===== config.mk =====
export PLATFORM = sky130hd
export DESIGN_NAME = fb_port_arbiter
export DESIGN_NICKNAME = d
export VERILOG_FILES = /design/src/rtl/fb_arb_pkg.sv /design/src/rtl/fb_swap_ctrl.sv /design/src/rtl/fb_port_arbiter.sv
export SDC_FILE = /design/constraint.sdc
export NUM_CORES = 1
export LEC_CHECK = 0
export CORE_MARGIN = 1.5
export CORE_UTILIZATION = 39
export CTS_CLUSTER_DIAMETER = 120
export CTS_CLUSTER_SIZE = 28
export DETAILED_ROUTE_END_ITERATION = 8
export HOLD_SLACK_MARGIN = 0.03
export MAX_ROUTING_LAYER = met4
export PLACE_DENSITY = 0.83
export SETUP_SLACK_MARGIN = 0.3
export SYNTH_ARGS = -nofsm -noshare
export SYNTH_HDL_FRONTEND = slang
export SYNTH_SLANG_ARGS = --single-unit

===== constraint.sdc =====
create_clock -name clk -period 5.3 [get_ports clk]
set_input_delay 1.59 -clock clk [delete_from_list [all_inputs] [get_ports clk]]
set_output_delay 1.59 -clock clk [all_outputs]
set_load 0.005 [all_outputs]

===== src/rtl/fb_arb_pkg.sv =====
`default_nettype none
//------------------------------------------------------------------------------
// fb_arb_pkg -- shared types and frame defaults for the framebuffer arbiter. Rev 1.0
//------------------------------------------------------------------------------
package fb_arb_pkg;

  localparam int unsigned c_FRAME_WORDS = 307200;
  localparam int unsigned c_FB1_BASE    = 307200;

  typedef enum logic [1:0] {NONE, DISP, WR} owner_t;
  typedef enum logic {IDLE, ARMED} swap_state_t;

endpackage
`default_nettype wire


===== src/rtl/fb_swap_ctrl.sv =====
`default_nettype none
//------------------------------------------------------------------------------
// fb_swap_ctrl -- vsync-aligned front/back buffer swap controller. Rev 1.0
//------------------------------------------------------------------------------
module fb_swap_ctrl
  import fb_arb_pkg::*;
#(
  parameter logic VS_POL = 1'b0
) (
  input  logic clk,
  input  logic rst,
  input  logic v_sync_i,
  input  logic swap_req_i,
  output logic front_buf_o,
  output logic swap_pending_o
);

  swap_state_t state_q, state_d;
  logic        front_q, front_d;
  logic        vs_q;
  logic        w_vs_edge;

  // History resets to the active level so a sync already active out of reset is not an edge.
  assign w_vs_edge = (v_sync_i == VS_POL) && (vs_q != VS_POL);

  always_ff @(posedge clk) begin
    if (rst) begin
      state_q <= IDLE;
      front_q <= 1'b0;
      vs_q    <= VS_POL;
    end else begin
      state_q <= state_d;
      front_q <= front_d;
      vs_q    <= v_sync_i;
    end
  end

  always_comb begin
    state_d = state_q;
    front_d = front_q;
    case (state_q)
      IDLE: begin
        if (swap_req_i) begin
          if (w_vs_edge) front_d = ~front_q;
          else           state_d = ARMED;
        end
      end
      ARMED: begin
        if (w_vs_edge) begin
          front_d = ~front_q;
          state_d = IDLE;
        end
      end
      default: state_d = IDLE;
    endcase
  end

  assign front_buf_o    = front_q;
  assign swap_pending_o = (state_q == ARMED);

endmodule
`default_nettype wire


===== src/rtl/fb_port_arbiter.sv =====
`default_nettype none
//------------------------------------------------------------------------------
// fb_port_arbiter -- shares one framebuffer port between display reads and pixel writes. Rev 1.0
//------------------------------------------------------------------------------
module fb_port_arbiter
  import fb_arb_pkg::*;
#(
  parameter int unsigned ADDR_W       = 20,
  parameter int unsigned DATA_W       = 16,
  parameter int unsigned FRAME_WORDS  = c_FRAME_WORDS,
  parameter int unsigned FB1_BASE     = c_FB1_BASE,
  parameter int unsigned STARVE_LIMIT = 8,
  parameter logic        VS_POL       = 1'b0
) (
  input  logic              clk,
  input  logic              rst,
  input  logic              v_sync_i,
  input  logic              disp_req_i,
  input  logic [ADDR_W-1:0] disp_addr_i,
  output logic              disp_gnt_o,
  output logic [DATA_W-1:0] disp_rdata_o,
  output logic              disp_rvalid_o,
  input  logic              wr_req_i,
  input  logic [ADDR_W-1:0] wr_addr_i,
  input  logic [DATA_W-1:0] wr_data_i,
  output logic              wr_gnt_o,
  output logic              wr_drop_o,
  input  logic              swap_req_i,
  output logic              swap_pending_o,
  output logic              front_buf_o,
  output logic              mem_en_o,
  output logic              mem_we_o,
  output logic [ADDR_W-1:0] mem_addr_o,
  output logic [DATA_W-1:0] mem_wdata_o,
  input  logic [DATA_W-1:0] mem_rdata_i
);

  localparam int unsigned              c_STARVE_W   = $clog2(STARVE_LIMIT + 1);
  localparam logic [c_STARVE_W-1:0]    c_STARVE_MAX = c_STARVE_W'(STARVE_LIMIT);
  localparam logic [ADDR_W-1:0]        c_FRAME      = ADDR_W'(FRAME_WORDS);
  localparam logic [ADDR_W-1:0]        c_FB1        = ADDR_W'(FB1_BASE);

  owner_t                  w_owner;
  logic                    w_disp_ok, w_wr_ok;
  logic [ADDR_W-1:0]       w_disp_phys, w_wr_phys;
  logic [c_STARVE_W-1:0]   starve_q, starve_d;
  logic                    mem_en_q, mem_en_d, mem_we_q, mem_we_d;
  logic [ADDR_W-1:0]       mem_addr_q, mem_addr_d;
  logic [DATA_W-1:0]       mem_wdata_q, mem_wdata_d;
  logic                    rd1_vld_q, rd1_ok_q, rd2_vld_q, rd2_ok_q;
  logic                    wr_drop_q;

  fb_swap_ctrl #(.VS_POL(VS_POL)) u_swap (
    .clk            (clk),
    .rst            (rst),
    .v_sync_i       (v_sync_i),
    .swap_req_i     (swap_req_i),
    .front_buf_o    (front_buf_o),
    .swap_pending_o (swap_pending_o)
  );

  // Display wins unless the writer has been starved for the full limit.
  always_comb begin
    w_owner = NONE;
    if (!rst) begin
      if (wr_req_i && (!disp_req_i || starve_q == c_STARVE_MAX)) w_owner = WR;
      else if (disp_req_i)                                         w_owner = DISP;
    end
  end

  assign disp_gnt_o = (w_owner == DISP);
  assign wr_gnt_o   = (w_owner == WR);

  always_comb begin
    starve_d = '0;
    if (wr_req_i && !wr_gnt_o)
      starve_d = (starve_q == c_STARVE_MAX) ? starve_q : starve_q + c_STARVE_W'(1);
  end

  assign w_disp_ok   = (disp_addr_i < c_FRAME);
  assign w_wr_ok     = (wr_addr_i < c_FRAME);
  assign w_disp_phys = (front_buf_o ? c_FB1 : {ADDR_W{1'b0}}) + disp_addr_i;
  assign w_wr_phys   = (front_buf_o ? {ADDR_W{1'b0}} : c_FB1) + wr_addr_i;

  always_comb begin
    mem_en_d    = 1'b0;
    mem_we_d    = 1'b0;
    mem_addr_d  = '0;
    mem_wdata_d = '0;
    case (w_owner)
      DISP: begin
        mem_en_d   = w_disp_ok;
        mem_addr_d = w_disp_ok ? w_disp_phys : '0;
      end
      WR: begin
        mem_en_d    = w_wr_ok;
        mem_we_d    = w_wr_ok;
        mem_addr_d  = w_wr_ok ? w_wr_phys : '0;
        mem_wdata_d = w_wr_ok ? wr_data_i : '0;
      end
      default: ;
    endcase
  end

  always_ff @(posedge clk) begin
    if (rst) begin
      starve_q    <= '0;
      mem_en_q    <= 1'b0;
      mem_we_q    <= 1'b0;
      mem_addr_q  <= '0;
      mem_wdata_q <= '0;
      rd1_vld_q   <= 1'b0;
      rd1_ok_q    <= 1'b0;
      rd2_vld_q   <= 1'b0;
      rd2_ok_q    <= 1'b0;
      wr_drop_q   <= 1'b0;
    end else begin
      starve_q    <= starve_d;
      mem_en_q    <= mem_en_d;
      mem_we_q    <= mem_we_d;
      mem_addr_q  <= mem_addr_d;
      mem_wdata_q <= mem_wdata_d;
      rd1_vld_q   <= disp_gnt_o;
      rd1_ok_q    <= disp_gnt_o && w_disp_ok;
      rd2_vld_q   <= rd1_vld_q;
      rd2_ok_q    <= rd1_ok_q;
      wr_drop_q   <= wr_drop_q | (wr_gnt_o & ~w_wr_ok);
    end
  end

  assign mem_en_o      = mem_en_q;
  assign mem_we_o      = mem_we_q;
  assign mem_addr_o    = mem_addr_q;
  assign mem_wdata_o   = mem_wdata_q;
  assign disp_rvalid_o = rd2_vld_q;
  assign disp_rdata_o  = rd2_ok_q ? mem_rdata_i : '0;
  assign wr_drop_o     = wr_drop_q;

endmodule
`default_nettype wire


==> metrics.txt <==
# clock sinks 50; Net Switching 0.1815 mW; Die W 77.93 um; Final WS setup 0.4540 ns; # Max-Cap Violations 0; vias in the first global route 1,877; fmax 206.4 MHz; Distinct cells, synth 36; Sw Ratio 24.50%; Period Utilization, post-route 91.43%; Final Power 0.7407 mW; sequential power share 51.8%; post-route antenna net violation count 0; largest net degree at the start of global routing 22; CP cell instances clkdlybuf4s50_1 > buf_4 > nand3b_1 > inv_1 > ha_1 > clkdlybuf4s50_1; fraction of layout cells with a size suffix above 1 3.533%; reg2reg start starve_q[0]; Arr. time, crit path 3.26 ns; port bufs 137; Cell Count, Final, Fillers Out 440; CTS H-tree depth 2; Mapped Area 0.002190 mm^2; Ant. Diodes 0; pre-CTS WS 0.4658 ns; delay of the slowest critical-path stage 0.53 ns; Crit path required time 3.71 ns; internal power 0.5593 mW; Mapped Cells 231; # DRC 0; CP Max Fanout 10; Synth area leaders dfxtp_1 (46%), and2_1 (9.1%), ha_1 (6.9%); CP Buf/Inv Count 4; WS Path Type primary input to primary output; crit start category primary input; r2r endpoint mem_wdata_o[13]; Setup Total Neg Slack 0 ns; post-synthesis average cell area 9.479 um^2; Top delay family on crit path buffers and inverters; total iterations of the first detailed-routing run 4; Tightest Pin Transition 0.7618 ns; Worst-path clk slew 0.09 ns; clk_skew 0.006406 ns; post-cts sizing count 0; # Post-CTS Setup Buffers 0; initial antenna violation count 0; Setup crit end kind primary output; grt ovf 0; setup repair after global routing missed its margin false; Die Ht 77.93 um; Total Wirelength 5913 um; P_leak 1.411 nW; Hold Buf Count CTS 0; commonest non-fill, non-tap cells in the layout clkdlybuf4s50_1 (137), dfxtp_1 (50), and2_1 (32); pwr dens 199.9 mW/mm^2; wire per inst 13.44 um; first-pass GRT wire length 8942 um; GPL Wtd Cong 0.7479; R2R Setup Slk 2.71 ns; synthesis-to-finish area growth 69.26%; DRC marker count from the first detailed-route iteration 45; synthesized net count 323; I/O pin total 138; Yosys top cell area share 45.71%; vias post-DR 2,119; HPWL Detailed 4714 um; CTS buffer count 5; endpoints failing hold 0; path depth of the worst reg2reg path 9; CTS tree built; Ys Warns 0; die area 0.006073 mm^2; GRT Util Overall 19.47%; Hold Crit Start rd1_vld_q; Clk network pwr share 31.2%; HP Class flop to flop; Hold EP disp_rvalid_o; most used cell, CP clkdlybuf4s50_1; clock buffer depth 2; Comb pwr share 16.9%; Root Driver clkbuf_8; Fill cells 464; area leader, netlist dfxtp_1; outcome complete, no violations; core area 0.005473 mm^2; DR vias/cell 4.816; clk_lat worst skew 0.30 ns; Synth Register Bits 50; number of setup violations in the final report 0; max_slew headroom 49.21%; Max VDD drop 0.0001083 V; min cycle time layout 4.846 ns; most common cell after layout, fill and taps aside clkdlybuf4s50_1; fin nets 459; slowest CP cell clkdlybuf4s50_1; FP Rows 27; dpl cells 432; Initial Utilization 40.01%; Pins Over Slew Limit 0; post-synthesis sequential area ratio 45.71%; Hold Path Cell Cnt 1
-- worst register-to-register path, stage by stage (launching register included) --
cell and delay, ns:
dfxtp_1 0.34, inv_1 0.09, ha_1 0.17, and3b_1 0.25
nand2_1 0.07, nand3b_1 0.10, ha_1 0.21, o2111a_1 0.70
nor2b_4 0.43, and2_1 0.17
-- state kept, by name (all words and copies together), names as in the netlist --
signal and cells:
mem_wdata_o 16, wr_drop_o 1, starve_q 4, u_swap.vs_q 1, rd2_ok_q 1, mem_we_o 1
u_swap.front_buf_o 1, u_swap.swap_pending_o 1, rd1_ok_q 1, rd1_vld_q 1, mem_en_o 1, mem_addr_o 20
disp_rvalid_o 1
-- per-stage QoR --
step           hold slack (ns)  area (um^2)  utilization, %
3_5_place_dp            0.4256         3608           65.94
3_3_place_gp            0.4250         3608           65.94
4_1_cts                 0.4581         3706           67.72
6_report                0.4518         3706           67.72
2_1_floorplan           0.4138         2190               -
5_1_grt                 0.4677         3706           67.72
-- how the worst max path moves through the flow --
| stage | start | endpoint | slack, ns | cells past startpoint |
|---|---|---|---|---|
| after global routing | rst | disp_gnt_o | 0.34 | 6 |
| after global placement | rst | disp_gnt_o | 0.50 | 6 |
| after CTS | rst | disp_gnt_o | 0.45 | 6 |
| after detailed placement | rst | disp_gnt_o | 0.47 | 6 |
| final | rst | disp_gnt_o | 0.45 | 6 |
| after floorplan | rst | disp_gnt_o | 1.46 | 4 |
-- routing by layer --
layer | global-route usage (%) | share of wire (%)
met4 | 5.536 | 0.96
met5 | - | 0
met3 | 4.941 | 6.7
met2 | 34.61 | 51
met1 | 21.47 | 41
-- cells in the mapped netlist --
library cell and n:
a21oi_1 7, a21boi_0 2, dfxtp_1 50, ha_1 12, xnor2_1 8, xor2_1 3
nand2_1 8, a31oi_1 1, a32oi_1 1, a21o_1 3, nor2b_4 1, buf_2 4
and3b_1 4, nand3b_1 2, a21oi_2 1, clkbuf_1 3, buf_4 1, nand2b_1 1
nor3b_1 2, a22oi_1 15, fa_1 2, nand3_1 3, buf_6 1, o21ai_0 7
and2_1 32, o211ai_1 2, a211oi_1 2, inv_1 10, o2111a_1 2, o22ai_1 2
or2_2 2, o21ai_1 1, nor3_1 4, nor2b_1 6, nor2_1 25, or3_1 1
-- area by class of cell --
type / instances / area [um^2] / share of cell area, %
Clock inverter: 3 / 28.78 / 0.7765
Sequential cell: 50 / 1001 / 27.01
Tap cell: 72 / 90.09 / 2.431
Timing Repair Buffer: 138 / 1379 / 37.20
Clock buffer: 5 / 68.82 / 1.857
Multi-Input combinational cell: 162 / 1101 / 29.71
Inverter: 10 / 37.54 / 1.013
-- cell families after synthesis --
logic type | count (synthesis) | synth area share [%]
xor gates and xnor gates | 11 | 4.400
DFF | 50 | 45.71
AOI/OAI and AO/OA | 46 | 14.34
buffers and inverters | 19 | 4.000
and+or+nand+nor | 91 | 22.86
adders and majority gates | 14 | 8.686
-- power by group through the flow --
stage	registers [mW]	clock network, mW	logic [mW]
final	0.384	0.231	0.126
after global routing	0.385	0.252	0.137
after CTS	0.384	0.237	0.126
after detailed placement	0.393	0	0.125
after global placement	0.392	0	0.122
after floorplan	0.392	0	0.0447
(Power assumes the default switching activity.)
